===== src/rtl/aes_key_sched_ctrl.sv =====
// Sequencer and round-key bank for the pipelined AES-128 key expander: accepts a key,
// waits out the expander latency, snapshots the schedule and serves round keys on request.
module aes_key_sched_ctrl #(
    parameter int WIDTH       = 128,
    parameter int NR          = 10,
    parameter int EXP_LATENCY = 10
) (
    input  logic                clk_i,
    input  logic                rst_n_i,
    input  logic                key_load_i,
    input  logic [WIDTH-1:0]    key_i,
    output logic                key_ready_o,
    input  logic                key_clear_i,
    input  logic                cipher_busy_i,
    output logic [WIDTH-1:0]    exp_key_o,
    input  logic [NR*WIDTH-1:0] exp_rk_i,
    output logic                keys_valid_o,
    input  logic                rk_req_i,
    input  logic [3:0]          rk_idx_i,
    output logic                rk_valid_o,
    output logic [WIDTH-1:0]    rk_o,
    output logic                rk_err_o
);

    localparam int CNT_W = (EXP_LATENCY > 0) ? $clog2(EXP_LATENCY + 1) : 1;
    localparam logic [CNT_W-1:0] CNT_LOAD = CNT_W'(EXP_LATENCY);
    localparam logic [4:0] MAX_IDX = 5'(NR);

    typedef enum logic [1:0] {
        IDLE,
        WAIT,
        VALID
    } state_t;

    state_t           state;
    state_t           state_next;
    logic [CNT_W-1:0] cnt;
    logic [CNT_W-1:0] cnt_next;
    logic             accept;
    logic             capture;
    logic             rd_ok;
    logic [WIDTH-1:0] bank [0:NR];

    // Ready is also held low while reset is asserted so every output reads 0 in reset.
    assign key_ready_o = rst_n_i && (state != WAIT) && !cipher_busy_i && !key_clear_i;
    assign accept      = key_load_i && key_ready_o;
    assign rd_ok       = keys_valid_o && ({1'b0, rk_idx_i} <= MAX_IDX);

    always_ff @(posedge clk_i or negedge rst_n_i) begin
        if (!rst_n_i) begin
            state <= IDLE;
            cnt   <= '0;
        end else begin
            state <= state_next;
            cnt   <= cnt_next;
        end
    end

    always_comb begin
        state_next = state;
        cnt_next   = cnt;
        capture    = 1'b0;
        if (key_clear_i) begin
            state_next = IDLE;
        end else if (accept) begin
            state_next = WAIT;
            cnt_next   = CNT_LOAD;
        end else if (state == WAIT) begin
            if (cnt == '0) begin
                capture    = 1'b1;
                state_next = VALID;
            end else begin
                cnt_next = cnt - 1'b1;
            end
        end
    end

    always_ff @(posedge clk_i or negedge rst_n_i) begin
        if (!rst_n_i) begin
            exp_key_o    <= '0;
            keys_valid_o <= 1'b0;
            for (int r = 0; r <= NR; r++) begin
                bank[r] <= '0;
            end
        end else if (key_clear_i) begin
            exp_key_o    <= '0;
            keys_valid_o <= 1'b0;
            for (int r = 0; r <= NR; r++) begin
                bank[r] <= '0;
            end
        end else if (accept) begin
            exp_key_o    <= key_i;
            bank[0]      <= key_i;
            keys_valid_o <= 1'b0;
        end else if (capture) begin
            for (int r = 1; r <= NR; r++) begin
                bank[r] <= exp_rk_i[r*WIDTH-1 -: WIDTH];
            end
            keys_valid_o <= 1'b1;
        end
    end

    // Reads look at the bank as it stood before this edge, so re-key/clear/capture races are benign.
    always_ff @(posedge clk_i or negedge rst_n_i) begin
        if (!rst_n_i) begin
            rk_valid_o <= 1'b0;
            rk_err_o   <= 1'b0;
            rk_o       <= '0;
        end else begin
            rk_valid_o <= rk_req_i && rd_ok;
            rk_err_o   <= rk_req_i && !rd_ok;
            if (rk_req_i && rd_ok) begin
                rk_o <= bank[rk_idx_i];
            end
        end
    end

endmodule


===== config.mk =====
export PLATFORM = sky130hd
export DESIGN_NAME = aes_key_sched_ctrl
export DESIGN_NICKNAME = d
export VERILOG_FILES = /design/src/rtl/aes_key_sched_ctrl.sv
export SDC_FILE = /design/constraint.sdc
export NUM_CORES = 2
export LEC_CHECK = 0
export ABC_AREA = 0
export CAP_MARGIN = 20
export CORE_AREA = 2 2 661 663
export DETAILED_ROUTE_END_ITERATION = 10
export DIE_AREA = 0 0 663 665
export GPL_ROUTABILITY_DRIVEN = 1
export SETUP_SLACK_MARGIN = 0.15
export SYNTH_ARGS = -nofsm -noshare
export SYNTH_HDL_FRONTEND = slang
export SYNTH_SLANG_ARGS = --single-unit

===== constraint.sdc =====
create_clock -name clk_i -period 6.5 [get_ports clk_i]
set_clock_uncertainty 0.2 [all_clocks]
set_input_delay 1.3 -clock clk_i [delete_from_list [all_inputs] [get_ports clk_i]]
set_output_delay 1.3 -clock clk_i [all_outputs]
set_load 0.02 [all_outputs]

# Word-level counts from Yosys, hierarchy flattened
# Cells that the tools add are included.
# classes
reduce_logical	20
n_eq_ne	4
mux	22
n_addsub	1
n_mul	0
order_cmp	2
shifts	0
bitwise	2
div_mod_pow	0
# ops
cell	n
two-way mux 1280 bit	2
two-way mux 1408 bit	1
binary-select mux 128 bit (select 4 bit)	1
two-way mux 128 bit	4
two-way mux 4 bit	3
nonzero test 3 bit	3
two-way mux 2 bit	4
logical AND 1 bit	7
two-way mux 1 bit	7
nonzero test 2 bit	3
>= comparator 5 bit, second input constant	1
NOT 4 -> 5 bit	1
less-or-equal comparator 4 bit, second input constant	1
zero test 4 bit	1
!= test 2 bit, second input constant	2
AND reduction 2 bit	2
subtractor 4 x 1 -> 4 bit, second input constant	1
zero test 1 bit	3
AND reduction 3 bit	1
equality test 2 x 1 -> 1 bit, second input constant	1
!= test 2 x 1 -> 1 bit, second input constant	1
NOT 1 bit	1
# word_totals
latch_bits	0
inputBits	1418
ram_bits	0
rom_bits	0
output_inout_bits	260
memories	0
word_cells	69
ff_bits	1673

# Depth between registers and ports, before layout
# depth
word_depth	10
ltp_mapped	9
depth_no_buf	6

# Worst setup path before layout
# Ideal clock, no wire load.
# synth_path
path_type	input to output
from	in key_clear_i
to	out key_ready_o
t_arrival_ns	1.964
setup_slack_ns	3.036
path_buffers	1
required_ns	5.000
path_stages	2
path_cell_list	buf_2 -> nor3_1
# synth_between
elab_chain_len	2
# synth_lines
item	line_no	rtl
from (decl)	13	input logic key_clear_i,
zero test 1 bit	45	assign key_ready_o = rst_n_i && (state != WAIT) && !cipher_busy_i && !key_clear_i;
logical AND 1 bit	45	
to (decl)	12	output logic key_ready_o,
# No other way between the ends.

# Worst setup path after layout
# layout_path
from	in cipher_busy_i
to	out key_ready_o
# layout_between
elab_chain_len	3
# layout_lines
item	line_no	rtl
from (decl)	14	input logic cipher_busy_i,
zero test 1 bit	45	
logical AND 1 bit (2 in series)	45	
# No other way between the ends.

==> results.sh <==
export IMPL_tns_ns=0
export IMPL_final_hold_viol_count=0
export IMPL_wl_per_cell_um=34.24
export IMPL_wirelength_mm=415.4
export IMPL_grt_overflow=0
export IMPL_hold_buffers=0
export IMPL_cp_required_ns=5.00
export IMPL_antenna_found_initial=382
export IMPL_ant_nets=0
export IMPL_clock_path_buffers=4
export IMPL_nNetsFinal=7569
export IMPL_final_common_cell="clkdlybuf4s50_1"
export IMPL_coreArea_sq_mm=0.4333
export IMPL_vdd_ir_drop_max_mv=0.1995
export IMPL_worstMarginPinSlew_ns=1.177
export IMPL_cp_max_fo=3
export IMPL_dp_hpwl_mm=334.8
export IMPL_cp_data_arrival_time_ns=3.68
export IMPL_cts_setup_buffers=0
export IMPL_cts_clk_slew_worst_paths_ns=0.06
export IMPL_cap_violations=0
export IMPL_via_count=53130
export IMPL_slew_headroom=0.2073
export IMPL_cp_start_kind="input port"
export IMPL_grt_pass1_vias=51580
export IMPL_syn2layout_area_growth_pct=41.25
export IMPL_reg2regPathDepth=7
export IMPL_vias_per_cell=4.379
export IMPL_crit_end="key_ready_o"
export IMPL_synth_seq_area_share=0.5717
export IMPL_ios=1678
export IMPL_final_layout_size_suffix_gt1_frac=0.1119
export IMPL_status="finished, final reports clean"
export IMPL_drv_slew=0
export IMPL_drc=0
export IMPL_max_freq_ghz=0.1929
export IMPL_grt_total_usage=0.1815
export IMPL_cp_end_kind="primary output"
export IMPL_initial_core_util=0.1561
export IMPL_worst_slack_ns=1.317
export IMPL_cp_startpoint="cipher_busy_i"
export IMPL_pre_cts_slack_ns=1.335
export IMPL_rrSetupSlack_ns=3.27
export IMPL_period_minus_slack_ns=5.183
export IMPL_reg2reg_to="bank[1247]"
export IMPL_cts_root_buffer="clkbuf_16"
export IMPL_finalWeightedCongestion=0.9151
export IMPL_r2r_start="cnt[0]"
export IMPL_detail_route_iter0_violations=5876
export IMPL_power_leakage_nw=40.65
export IMPL_dieArea_sq_mm=0.4409
export IMPL_period_share=0.7974
export IMPL_cts_sinks=1545
export IMPL_die_width_um=663
export IMPL_ys_types=33
export IMPL_synth_seq_cells=1545
export IMPL_p_per_area_mw_per_mm2=265.4
export IMPL_port_buffers=1677
export IMPL_critical_path_class="in2out"
export IMPL_cts_max_level=4
export IMPL_grt_max_degree=143
export IMPL_synthCells=4770
export IMPL_grt_first_pass_wirelength_mm=536.1
export IMPL_rows=242
export IMPL_first_pass_iters=5
export IMPL_syn_nets=6189
export IMPL_die_y_um=665
export IMPL_cts_resized_gates=0
export IMPL_cts_tree="yes"
export IMPL_synth_avg_cell_area_sq_um=14.18
export IMPL_worstSkewPairLatency_ns=0.90
export IMPL_hp_class="in2async"
export IMPL_netlist_area_sq_mm=0.06762
export IMPL_layout_common_cells="clkdlybuf4s50_1 (1672), dfrtp_1 (1545), a22o_1 (1406), mux2i_1 (258), mux4_2 (256)"
export IMPL_setup_viol=0
export IMPL_cts_made_buffers=188
export IMPL_rsz0062_at_grt="false"
export IMPL_yosys_warnings=0
[stage by stage]
stage          utilization  cells  cell area [sq um]  power, mW  hold slack (ns)
2_1_floorplan            -   4770              67620      11.79           0.2674
3_3_place_gp        0.2052  11690              88920      14.53           0.2817
3_5_place_dp        0.2052  11690              88920      14.54           0.2850
4_1_cts             0.2198  12030              95230      25.61           0.1368
5_1_grt             0.2200  12060              95330      26.19           0.1789
6_report            0.2205  12130              95520      25.35           0.2508
[logic make-up after synthesis]
kind of cell | after synthesis | synth area share
compound gates | 1796 | 0.2183
xor+xnor | 3 | 0.0003886
fa+ha+maj | 1 | 0.0001850
buf+inv | 630 | 0.06250
flops | 1545 | 0.5717
mux | 514 | 0.1234
simple gates | 281 | 0.02352
[registers in the layout, summed over array words and instances (netlist names)]
name and count:
rk_o 128, cnt 4, rk_valid_o 1, rk_err_o 1, keys_valid_o 1, state 2, bank 1280, exp_key_o 128
[routing by layer]
layer | vias to the layer above | wire length [um] | track usage
li1 | 21540 | - | -
met1 | 27400 | 154700 | 0.2088
met2 | 2999 | 183400 | 0.2760
met3 | 907 | 62240 | 0.1164
met4 | 280 | 13260 | 0.05179
met5 | - | 1836 | 0
[critical path, cell delays in order]
cell	delay (ns)
clkdlybuf4s50_1	0.53
nand2b_1	0.53
nor3_1	0.58
clkdlybuf4s50_1	0.71
[layout make-up]
class | instances | area, sq um
Antenna cell | 99 | 247.7
Clock buffer | 271 | 5449
Clock inverter | 67 | 863.3
Fill cell | 45810 | 337800
Inverter | 3 | 11.26
Multi-Input combinational cell | 2595 | 24780
Sequential cell | 1545 | 38660
Tap cell | 5734 | 7174
Timing Repair Buffer | 1817 | 18330
[where the power goes]
| group | internal [mW] | switching, mW |
|---|---|---|
| clock network | 6.47 | 4.55 |
| registers | 10.0 | 0.311 |
| logic | 1.73 | 2.25 |
[cell usage after synthesis]
cell type / number / area [sq um]
buf_6: 143 / 1610
ha_1: 1 / 12.51
mux2i_1: 258 / 2582
dfrtp_1: 1545 / 38660
xnor2_1: 1 / 8.760
nand2b_1: 3 / 18.77
nor3b_1: 1 / 7.510
a21oi_1: 129 / 645.6
o21ai_0: 128 / 640.6
mux4_2: 256 / 5766
buf_2: 240 / 1201
buf_4: 130 / 975.9
inv_1: 3 / 11.26
o21a_1: 2 / 15.01
nor4b_2: 1 / 15.01
nor3_1: 2 / 10.01
nor3_2: 1 / 10.01
nor2_1: 135 / 506.7
a2bb2oi_1: 128 / 1121
xor2_1: 2 / 17.52
or3b_4: 1 / 11.26
nand3_1: 3 / 15.01
nor2_2: 1 / 6.260
and4_1: 1 / 8.760
clkbuf_1: 104 / 390.4
buf_1: 10 / 37.54
a31oi_1: 1 / 6.260
nand2_1: 2 / 7.510
nor2b_1: 2 / 12.51
a21o_1: 1 / 7.510
a211o_1: 1 / 8.760
a22o_1: 1406 / 12310
nand3b_1: 128 / 960.9
[how the worst min path moves through the flow]
| stage | from | end | slack, ns |
|---|---|---|---|
| CTS | rst_n_i | bank[535] | 0.14 |
| detailed placement | bank[533] | bank[533] | 0.29 |
| floorplan | bank[512] | bank[512] | 0.27 |
| finish | rst_n_i | bank[535] | 0.25 |
| global placement | bank[453] | bank[453] | 0.28 |
| global route | rst_n_i | bank[535] | 0.18 |
Power figures use the tool's default switching activity.
